==> config.mk <==
export PLATFORM = sky130hd
export DESIGN_NAME = load_store_unit_flat
export DESIGN_NICKNAME = d
export VERILOG_FILES = /design/src/rtl/load_store_unit_if.sv /design/src/rtl/load_store_unit.sv /design/src/flat_wrapper.sv
export SDC_FILE = /design/constraint.sdc
export NUM_CORES = 1
export LEC_CHECK = 0
export ABC_AREA = 1
export ABC_CLOCK_PERIOD_IN_PS = 3100
export BUFFER_PORTS_ARGS = -buffer_cell sky130_fd_sc_hd__buf_2
export CORE_MARGIN = 2
export CORE_UTILIZATION = 42
export CTS_BUF_LIST = sky130_fd_sc_hd__clkbuf_16
export DETAILED_ROUTE_END_ITERATION = 8
export GPL_TIMING_DRIVEN = 0
export HOLD_SLACK_MARGIN = 0.03
export PLACE_DENSITY = 0.69
export SYNTH_ARGS = -nofsm -noshare
export SYNTH_HDL_FRONTEND = slang
export SYNTH_SLANG_ARGS = --single-unit
==> constraint.sdc <==
create_clock -name clk -period 3.1 [get_ports clk]
set_input_delay 0.62 -clock clk [delete_from_list [all_inputs] [get_ports clk]]
set_output_delay 0.62 -clock clk [all_outputs]
set_load 0.01 [all_outputs]
==> src/rtl/load_store_unit_if.sv <==
// CPU request/response and data-memory port bundle for the load/store unit.
// The master side is the CPU plus memory environment; the slave side is the unit itself.
interface load_store_unit_if #(
  parameter int data_size = 32
);
  logic                 req_valid;
  logic                 req_ready;
  logic                 req_write;
  logic [1:0]           req_size;
  logic                 req_unsigned;
  logic [data_size-1:0] req_addr;
  logic [data_size-1:0] req_wdata;
  logic                 resp_valid;
  logic                 resp_err;
  logic [data_size-1:0] resp_rdata;
  logic                 mem_write_en;
  logic [data_size-1:0] mem_addr;
  logic [data_size-1:0] mem_write_data;
  logic [data_size-1:0] mem_rdata;

  modport master (
    output req_valid, req_write, req_size, req_unsigned, req_addr, req_wdata, mem_rdata,
    input  req_ready, resp_valid, resp_err, resp_rdata, mem_write_en, mem_addr, mem_write_data
  );

  modport slave (
    input  req_valid, req_write, req_size, req_unsigned, req_addr, req_wdata, mem_rdata,
    output req_ready, resp_valid, resp_err, resp_rdata, mem_write_en, mem_addr, mem_write_data
  );
endinterface

==> src/rtl/load_store_unit.sv <==
// Load/store unit: byte/half/word CPU accesses mapped onto a word-addressed memory,
// with sign/zero-extended loads and read-modify-write for sub-word stores.
module load_store_unit #(
  parameter int data_size = 32,
  parameter int mem_words = 1024
) (
  input logic               clk,
  input logic               rst_n,
  load_store_unit_if.slave  bus
);
  typedef enum logic [2:0] {
    IDLE, READ, LOAD_DATA, WRITE, RMW_READ, RMW_MERGE
  } state_t;

  localparam logic [data_size-1:0] mem_limit = data_size'(mem_words);

  state_t               state_reg, state_next;
  logic [data_size-1:0] addr_reg, wdata_reg;
  logic [1:0]           size_reg;
  logic                 unsigned_reg, write_reg;
  logic                 resp_valid_reg, resp_valid_next;
  logic                 resp_err_reg, resp_err_next;
  logic [data_size-1:0] resp_rdata_reg, resp_rdata_next;

  logic                 accept, req_err;
  logic [4:0]           lane_shift;
  logic [data_size-1:0] word_addr, rdata_shifted, load_ext, lane_mask, merged;
  logic                 mem_write_en_next;
  logic [data_size-1:0] mem_addr_next, mem_write_data_next;

  assign accept = bus.req_valid && (state_reg == IDLE);

  always_comb begin
    req_err = 1'b0;
    case (bus.req_size)
      2'b11:   req_err = 1'b1;
      2'b01:   req_err = bus.req_addr[0];
      2'b10:   req_err = |bus.req_addr[1:0];
      default: req_err = 1'b0;
    endcase
    if ({2'b00, bus.req_addr[data_size-1:2]} >= mem_limit) req_err = 1'b1;
  end

  // A half access is always 2-aligned here, so one byte-granular shift serves both sizes.
  assign word_addr     = {2'b00, addr_reg[data_size-1:2]};
  assign lane_shift    = {addr_reg[1:0], 3'b000};
  assign rdata_shifted = bus.mem_rdata >> lane_shift;

  always_comb begin
    case (size_reg)
      2'b00:   load_ext = {{24{~unsigned_reg & rdata_shifted[7]}}, rdata_shifted[7:0]};
      2'b01:   load_ext = {{16{~unsigned_reg & rdata_shifted[15]}}, rdata_shifted[15:0]};
      default: load_ext = rdata_shifted;
    endcase
  end

  assign lane_mask = ((size_reg == 2'b00) ? 32'h0000_00FF : 32'h0000_FFFF) << lane_shift;
  assign merged    = (bus.mem_rdata & ~lane_mask) | ((wdata_reg << lane_shift) & lane_mask);

  always_comb begin
    state_next          = state_reg;
    resp_valid_next     = 1'b0;
    resp_err_next       = 1'b0;
    resp_rdata_next     = '0;
    mem_write_en_next   = 1'b0;
    mem_addr_next       = '0;
    mem_write_data_next = '0;
    case (state_reg)
      IDLE: begin
        if (accept) begin
          if (req_err) begin
            resp_valid_next = 1'b1;
            resp_err_next   = 1'b1;
          end else if (!bus.req_write) begin
            state_next = READ;
          end else if (bus.req_size == 2'b10) begin
            state_next = WRITE;
          end else begin
            state_next = RMW_READ;
          end
        end
      end
      READ: begin
        mem_addr_next = word_addr;
        state_next    = LOAD_DATA;
      end
      LOAD_DATA: begin
        mem_addr_next   = word_addr;
        resp_valid_next = 1'b1;
        resp_rdata_next = load_ext;
        state_next      = IDLE;
      end
      WRITE: begin
        mem_addr_next       = word_addr;
        mem_write_en_next   = 1'b1;
        mem_write_data_next = wdata_reg;
        resp_valid_next     = 1'b1;
        state_next          = IDLE;
      end
      RMW_READ: begin
        mem_addr_next = word_addr;
        state_next    = RMW_MERGE;
      end
      RMW_MERGE: begin
        mem_addr_next       = word_addr;
        mem_write_en_next   = 1'b1;
        mem_write_data_next = merged;
        resp_valid_next     = 1'b1;
        state_next          = IDLE;
      end
      default: state_next = IDLE;
    endcase
  end

  always_ff @(posedge clk or negedge rst_n) begin
    if (!rst_n) begin
      state_reg      <= IDLE;
      resp_valid_reg <= 1'b0;
      resp_err_reg   <= 1'b0;
      resp_rdata_reg <= '0;
      addr_reg       <= '0;
      wdata_reg      <= '0;
      size_reg       <= '0;
      unsigned_reg   <= 1'b0;
      write_reg      <= 1'b0;
    end else begin
      state_reg      <= state_next;
      resp_valid_reg <= resp_valid_next;
      resp_err_reg   <= resp_err_next;
      resp_rdata_reg <= resp_rdata_next;
      if (accept) begin
        addr_reg     <= bus.req_addr;
        wdata_reg    <= bus.req_wdata;
        size_reg     <= bus.req_size;
        unsigned_reg <= bus.req_unsigned;
        write_reg    <= bus.req_write;
      end
    end
  end

  assign bus.req_ready      = (state_reg == IDLE);
  assign bus.resp_valid     = resp_valid_reg;
  assign bus.resp_err       = resp_err_reg;
  assign bus.resp_rdata     = resp_rdata_reg;
  assign bus.mem_write_en   = mem_write_en_next;
  assign bus.mem_addr       = mem_addr_next;
  assign bus.mem_write_data = mem_write_data_next;

  // write_reg is only needed at acceptance; it is kept for debug visibility.
  logic unused_ok;
  assign unused_ok = write_reg;
endmodule

==> src/flat_wrapper.sv <==
// flat-port wrapper written by rule: the top's interface ports become plain ports
module load_store_unit_flat 
#(
  parameter int data_size = 32,
  parameter int mem_words = 1024
)
  (clk, rst_n, bus_req_valid, bus_req_write, bus_req_size, bus_req_unsigned, bus_req_addr, bus_req_wdata, bus_mem_rdata, bus_req_ready, bus_resp_valid, bus_resp_err, bus_resp_rdata, bus_mem_write_en, bus_mem_addr, bus_mem_write_data);
  load_store_unit_if #(.data_size(data_size)) bus_i ();
  input logic clk;
  input logic rst_n;
  input wire logic [$bits(bus_i.req_valid)-1:0] bus_req_valid;
  input wire logic [$bits(bus_i.req_write)-1:0] bus_req_write;
  input wire logic [$bits(bus_i.req_size)-1:0] bus_req_size;
  input wire logic [$bits(bus_i.req_unsigned)-1:0] bus_req_unsigned;
  input wire logic [$bits(bus_i.req_addr)-1:0] bus_req_addr;
  input wire logic [$bits(bus_i.req_wdata)-1:0] bus_req_wdata;
  input wire logic [$bits(bus_i.mem_rdata)-1:0] bus_mem_rdata;
  output wire logic [$bits(bus_i.req_ready)-1:0] bus_req_ready;
  output wire logic [$bits(bus_i.resp_valid)-1:0] bus_resp_valid;
  output wire logic [$bits(bus_i.resp_err)-1:0] bus_resp_err;
  output wire logic [$bits(bus_i.resp_rdata)-1:0] bus_resp_rdata;
  output wire logic [$bits(bus_i.mem_write_en)-1:0] bus_mem_write_en;
  output wire logic [$bits(bus_i.mem_addr)-1:0] bus_mem_addr;
  output wire logic [$bits(bus_i.mem_write_data)-1:0] bus_mem_write_data;
  assign bus_i.req_valid = bus_req_valid;
  assign bus_i.req_write = bus_req_write;
  assign bus_i.req_size = bus_req_size;
  assign bus_i.req_unsigned = bus_req_unsigned;
  assign bus_i.req_addr = bus_req_addr;
  assign bus_i.req_wdata = bus_req_wdata;
  assign bus_i.mem_rdata = bus_mem_rdata;
  assign bus_req_ready = bus_i.req_ready;
  assign bus_resp_valid = bus_i.resp_valid;
  assign bus_resp_err = bus_i.resp_err;
  assign bus_resp_rdata = bus_i.resp_rdata;
  assign bus_mem_write_en = bus_i.mem_write_en;
  assign bus_mem_addr = bus_i.mem_addr;
  assign bus_mem_write_data = bus_i.mem_write_data;
  load_store_unit #(.data_size(data_size), .mem_words(mem_words)) u_core (.clk(clk), .rst_n(rst_n), .bus(bus_i));
endmodule
==> qor.csv, run 1 <==
metric,value,unit
dr.pass1.iters,6,
max_stage_delay,0.46,ns
crit_path_max_fanout,10,
power_leakage,3.993,nW
layout_commonest_cell,buf_2,
hold_viol_final,0,
rows,42,
multiInputGateArea,2501,um^2
grt_max_degree,70,
period_minus_slack,2.854,ns
placed_cells,1111,
synth-xor-area-share,0,
worstPathRequired,2.48,ns
dieArea,14370,um^2
antenna_found_initial,3,
fin_total_pwr,3.250,mW
cp-start-kind,register,
synth-simple-area-share,0.2230,
wl_per_cell,16.30,um
netlist_instances,733,
finalClockSkew,0.006693,ns
cts_tree,yes,
clock_insertion_delay_worst_skew,0.35,ns
finalWirelength,18340,um
instances_no_fill,1125,
final_cell_mix,"buf_2, nand2_1, nor2_1",
place_hpwl,14390,um
grtUsageTotal,0.2580,
path_cells,nor3_4 -> clkbuf_1 -> o211ai_1 -> o21ai_0 -> buf_2,
drive_gt1_frac,0.3006,
cts_buffers,9,
outcome,completed,
ant_nets,0,
path_class,reg2out,
ios,203,
coreArea,13190,um^2
maxCapViolCount,0,
worstMarginPinSlew,0.5464,ns
period_share,0.9207,
synth-seq-cells,104,
post-cts-setup-buffers,0,
grt_pass1_wl,28500,um
drcViolationCount,0,
synth-compound-area-share,0.1787,
synth_top_family_by_area,simple AND/OR/NAND/NOR gates,
rsz0062_at_grt,false,
synth.area.mux_share,0.04061,
start_util,0.4274,
endpoint_kind,output port,
cts.clk_slew.worst_paths,0.07,ns
drtIter0Drc,511,
vdd_drop_max,0.0002444,V
ys_seq_area_frac,0.4616,
ys_warn_count,0,
cp_slowest_cell,dfrtp_1,
regArea,2603,um^2
gp_congestion,1.074,
die_w,119.9,um
r2r_cells,7,
synth_area_per_cell,7.692,um^2
synth_fa_ha_area_frac,0,
holdBufCountCts,0,
worst-path-stages,5,
post_dp_cell_area,6893,um^2
fmax,350.4,MHz
dieHeight,119.9,um
synth_cell_types,31,
grt_pass1_vias,5339,
fin_area,7193,um^2
vias,5792,
overflow,0,
clockBufferDepth,2,
fill_cells,1288,
finalMaxSlewViolations,0,
p_per_area,451.9,nW/um^2
setup_tns,0,ns
hold_path.class,in2async,
cts_sinks,104,
place.port_buffers,200,
path_buf_inv,2,
syn_to_final_growth,27.59,%
cts_resized,0,
worstPathArrival,2.23,ns
synth_area,5638,um^2
relSlewSlack,0.6319,
critPathTopFamily,buffers and inverters,
final_core_util,0.5453,
routed_via_density,5.148,
finalSetupViolations,0,
fin_nets,1049,
htree_levels,3,
cts_root_buffer,clkbuf_16,
==> cell families after synthesis <==
family	count (synthesis)
other cells	1
simple gates	309
compound gates	179
mux	17
buf+inv	123
flops	104
==> layer usage <==
metal  track usage  vias up  wire length [um]
met1        0.3477     2612              7331
li1              -     2773                 -
met2        0.3918      341              8139
met3       0.06274       64              2002
met4        0.1213        2               856
met5             0        -                 7
==> report_power, final <==
group	internal (mW)	switching [mW]	leakage, nW
clock	0.694	0.490	0.149
combinational	0.212	0.372	2.57
sequential	1.44	0.0440	1.27
total	2.34	0.907	3.99
==> worst paths after layout <==
check                                    start                         to  slack [ns]
min reg2reg                u_core.addr_reg[29]        u_core.addr_reg[29]        0.48
max reg2reg                 u_core.addr_reg[0]  u_core.bus.resp_rdata[10]        1.49
min                                      rst_n  u_core.bus.resp_rdata[26]        0.21
max in group asynchronous                rst_n       u_core.wdata_reg[27]        2.21
max                        u_core.state_reg[1]     bus_mem_write_data[13]        0.25
min in group clk           u_core.addr_reg[29]        u_core.addr_reg[29]        0.48
==> area by class of cell <==
| cell class | instances | share of cell area |
|---|---|---|
| Buffer | 42 | 0.03253 |
| Clock buffer | 9 | 0.03131 |
| Antenna cell | 1 | 0.0003479 |
| Sequential cell | 104 | 0.3618 |
| Multi-Input combinational cell | 507 | 0.3477 |
| Inverter | 81 | 0.04227 |
| Tap cell | 176 | 0.03061 |
| Clock inverter | 4 | 0.01009 |
| Timing Repair Buffer | 201 | 0.1433 |
==> through the flow <==
stage,setup WS [ns],hold slack (ns)
CTS,0.3221,0.2315
floorplan,1.146,0.3244
finish,0.2458,0.2147
detailed placement,0.7088,0.4752
global route,0.1613,0.2602
global placement,0.2457,0.4665
==> worst reg2reg max path, stage by stage (launching register included) <==
cell,delay (ns)
dfrtp_1,0.44
inv_2,0.13
buf_6,0.19
buf_2,0.25
nand2_1,0.14
a21oi_1,0.16
nand2_1,0.07
a21oi_1,0.14
==> synthesized netlist by cell type (all sizes together) <==
cell	instances	area [um^2]
dfrtp	104	2603
a211oi	3	22.52
o22ai	8	50.05
a21oi	81	431.7
o31ai	3	22.52
nand2	170	648.1
mux2	17	229.0
o21bai	1	7.510
o21ai	62	310.3
nor2	116	475.5
nand3	20	105.1
o211ai	21	162.6
conb	1	3.750
inv	80	300.3
or2	2	12.51
clkinv	1	3.750
buf	32	196.4
clkbuf	10	37.54
nor3	1	16.27
Power figures use the tool's default switching activity.
==> inputs of run 2 (changes only) <==
--- a/config.mk
+++ b/config.mk
@@ -11,6 +11,7 @@
 export CORE_MARGIN = 2
 export CORE_UTILIZATION = 42
 export CTS_BUF_LIST = sky130_fd_sc_hd__clkbuf_16
+export CTS_CLUSTER_SIZE = 12
 export DETAILED_ROUTE_END_ITERATION = 8
 export GPL_TIMING_DRIVEN = 0
 export HOLD_SLACK_MARGIN = 0.03
==> constraint.sdc (replaced) <==
create_clock -name clk -period 3.1 [get_ports clk]
set_input_delay 0.31 -clock clk [delete_from_list [all_inputs] [get_ports clk]]
set_output_delay 0.31 -clock clk [all_outputs]
set_load 0.01 [all_outputs]
==> run 2 against run 1 <==
Net effect: wire length fell by 0.33%; sequential share of layout area shrank 0.050 points; core utilization up 0.076 points; worst setup slack improved by 0.33 ns; clock-buffer cell count is the same; global-route usage unchanged; clock skew about the same; design area rose by 0.14%; clock power is essentially flat; die area did not move; critical path type unchanged; largest power group unchanged.
==> qor.csv, run 2 (synthesis results as in run 1) <==
metric,value,unit,change
start_util,0.4274,,unchanged
grt_most_used_layer,met2,,unchanged
cts_resized,0,,unchanged
path_class,reg2out,,unchanged
period_minus_slack,2.527,ns,was 2.854 ns
cts_buffers,9,,unchanged
grt_pass1_vias,5342,,was 5339
setup_tns,0,ns,unchanged
finalMaxSlewViolations,0,,unchanged
worstPathRequired,2.79,ns,was 2.48 ns
hold_path.class,in2reg,,was in2async
finalClockSkew,0.006718,ns,was 0.006693 ns
fmax,395.8,MHz,was 350.4 MHz
post-cts-setup-buffers,0,,unchanged
worstMarginPinSlew,0.5629,ns,was 0.5464 ns
cts_tree,yes,,unchanged
met3_usage,0.06274,,unchanged
cts_sinks,104,,unchanged
r2r_slack,1.49,ns,about the same
grt_pass1_wl,28500,um,unchanged
die_w,119.9,um,unchanged
final_cell_mix,"buf_2, nand2_1, nor2_1",,unchanged
drtIter0Drc,461,,was 511
period_share,0.8151,,was 0.9207
dieArea,14370,um^2,unchanged
clock_insertion_delay_worst_skew,0.35,ns,about the same
drcViolationCount,0,,unchanged
routed_via_density,5.080,,was 5.148
worstPathArrival,2.22,ns,was 2.23 ns
endpoint_kind,output port,,unchanged
power_leakage,3.997,nW,was 3.993 nW
hold_viol_final,0,,unchanged
cts.clk_slew.worst_paths,0.07,ns,about the same
htree_levels,3,,unchanged
wl_per_cell,16.23,um,was 16.30 um
grt.met2_usage,0.3918,,unchanged
dieHeight,119.9,um,unchanged
finalWirelength,18280,um,was 18340 um
fin_nets,1050,,was 1049
dp_slack,1.019,ns,was 0.7088 ns
vdd_drop_max,0.0002460,V,was 0.0002444 V
cts_root_buffer,clkbuf_16,,unchanged
grtUsageTotal,0.2580,,unchanged
place_hpwl,14390,um,unchanged
rsz0062_at_grt,false,,unchanged
cp-start-kind,register,,unchanged
rows,42,,unchanged
crit_path_max_fanout,10,,unchanged
syn_to_final_growth,27.76,%,was 27.59%
fill_cells,1287,,was 1288
met1_usage,0.3477,,unchanged
fin_total_pwr,3.254,mW,was 3.250 mW
dr.pass1.iters,5,,was 6
maxCapViolCount,0,,unchanged
outcome,completed,,unchanged
worst_slack,0.5732,ns,was 0.2458 ns
coreArea,13190,um^2,unchanged
gp_congestion,1.074,,unchanged
relSlewSlack,0.6208,,was 0.6319
drive_gt1_frac,0.3003,,was 0.3006
place.port_buffers,200,,unchanged
p_per_area,451.8,nW/um^2,was 451.9 nW/um^2
clockBufferDepth,2,,unchanged
holdBufCountCts,1,,was 0
antenna_found_initial,3,,unchanged
ant_nets,0,,unchanged
layout_commonest_cell,buf_2,,unchanged
finalSetupViolations,0,,unchanged
grt_max_degree,70,,unchanged
overflow,0,,unchanged
vias,5720,,was 5792
ios,203,,unchanged
[run 2: changes by cell type in the layout (fill, tap and decap cells not counted)]
| cell | delta |
|---|---|
| dlygate4sd3_1 | +1 |
[run 2: cell type report]
cell class	instances	area, um^2	share of cell area
Clock buffer	9	225.2	0.03127
Antenna cell	1	2.502	0.0003474
Inverter	81	304.0	0.04221
Clock inverter	4	72.57	0.01007
Multi-Input combinational cell	507	2501	0.3472
Buffer	42	234.0	0.03248
Sequential cell	104	2603	0.3613
Tap cell	176	220.2	0.03057
Timing Repair Buffer	202	1041	0.1445
[run 2: per-layer routing]
layer | up-vias | part of all wire
li1 | 2780 | -
met1 | 2577 | 0.41
met2 | 305 | 0.44
met3 | 56 | 0.10
met4 | 2 | 0.043
met5 | - | 0.00038
[run 2: power breakdown]
| group | leakage (nW) | internal [mW] | switching (mW) | total (mW) |
|---|---|---|---|---|
| clock | 0.149 | 0.694 | 0.494 | 1.19 |
| combinational | 2.58 | 0.213 | 0.372 | 0.585 |
| sequential | 1.27 | 1.44 | 0.0441 | 1.48 |
| total | 4.00 | 2.34 | 0.910 | 3.25 |
[run 2: final timing paths]
| check | start | to | cells after the start |
|---|---|---|---|
| max in group asynchronous | rst_n | u_core.wdata_reg[27] | 3 |
| worst min register to register | u_core.addr_reg[29] | u_core.addr_reg[29] | 2 |
| worst min-delay path | bus_req_wdata[30] | u_core.wdata_reg[30] | 2 |
| worst max-delay path | u_core.state_reg[1] | bus_mem_write_data[13] | 5 |
| min in group asynchronous | rst_n | u_core.bus.resp_rdata[19] | 2 |
| worst max register to register | u_core.addr_reg[1] | u_core.bus.resp_rdata[14] | 6 |
[run 2: critical path: stages (launching register included)]
cell	delay [ns]
dfrtp_1	0.46
nor3_4	0.43
clkbuf_1	0.38
o211ai_1	0.17
o21ai_0	0.20
buf_2	0.22
[run 2: stage by stage]
| step | hold slack (ns) | util | area, um^2 | instances |
|---|---|---|---|---|
| after detailed placement | 0.2892 | 0.5226 | 6893 | 1111 |
| after CTS | 0.1815 | 0.5459 | 7201 | 1125 |
| final | 0.1843 | 0.5461 | 7203 | 1126 |
| after floorplan | 0.01441 | - | 5642 | 734 |
| after global routing | 0.1844 | 0.5459 | 7201 | 1125 |
| after global placement | 0.4665 | 0.5203 | 6863 | 1110 |
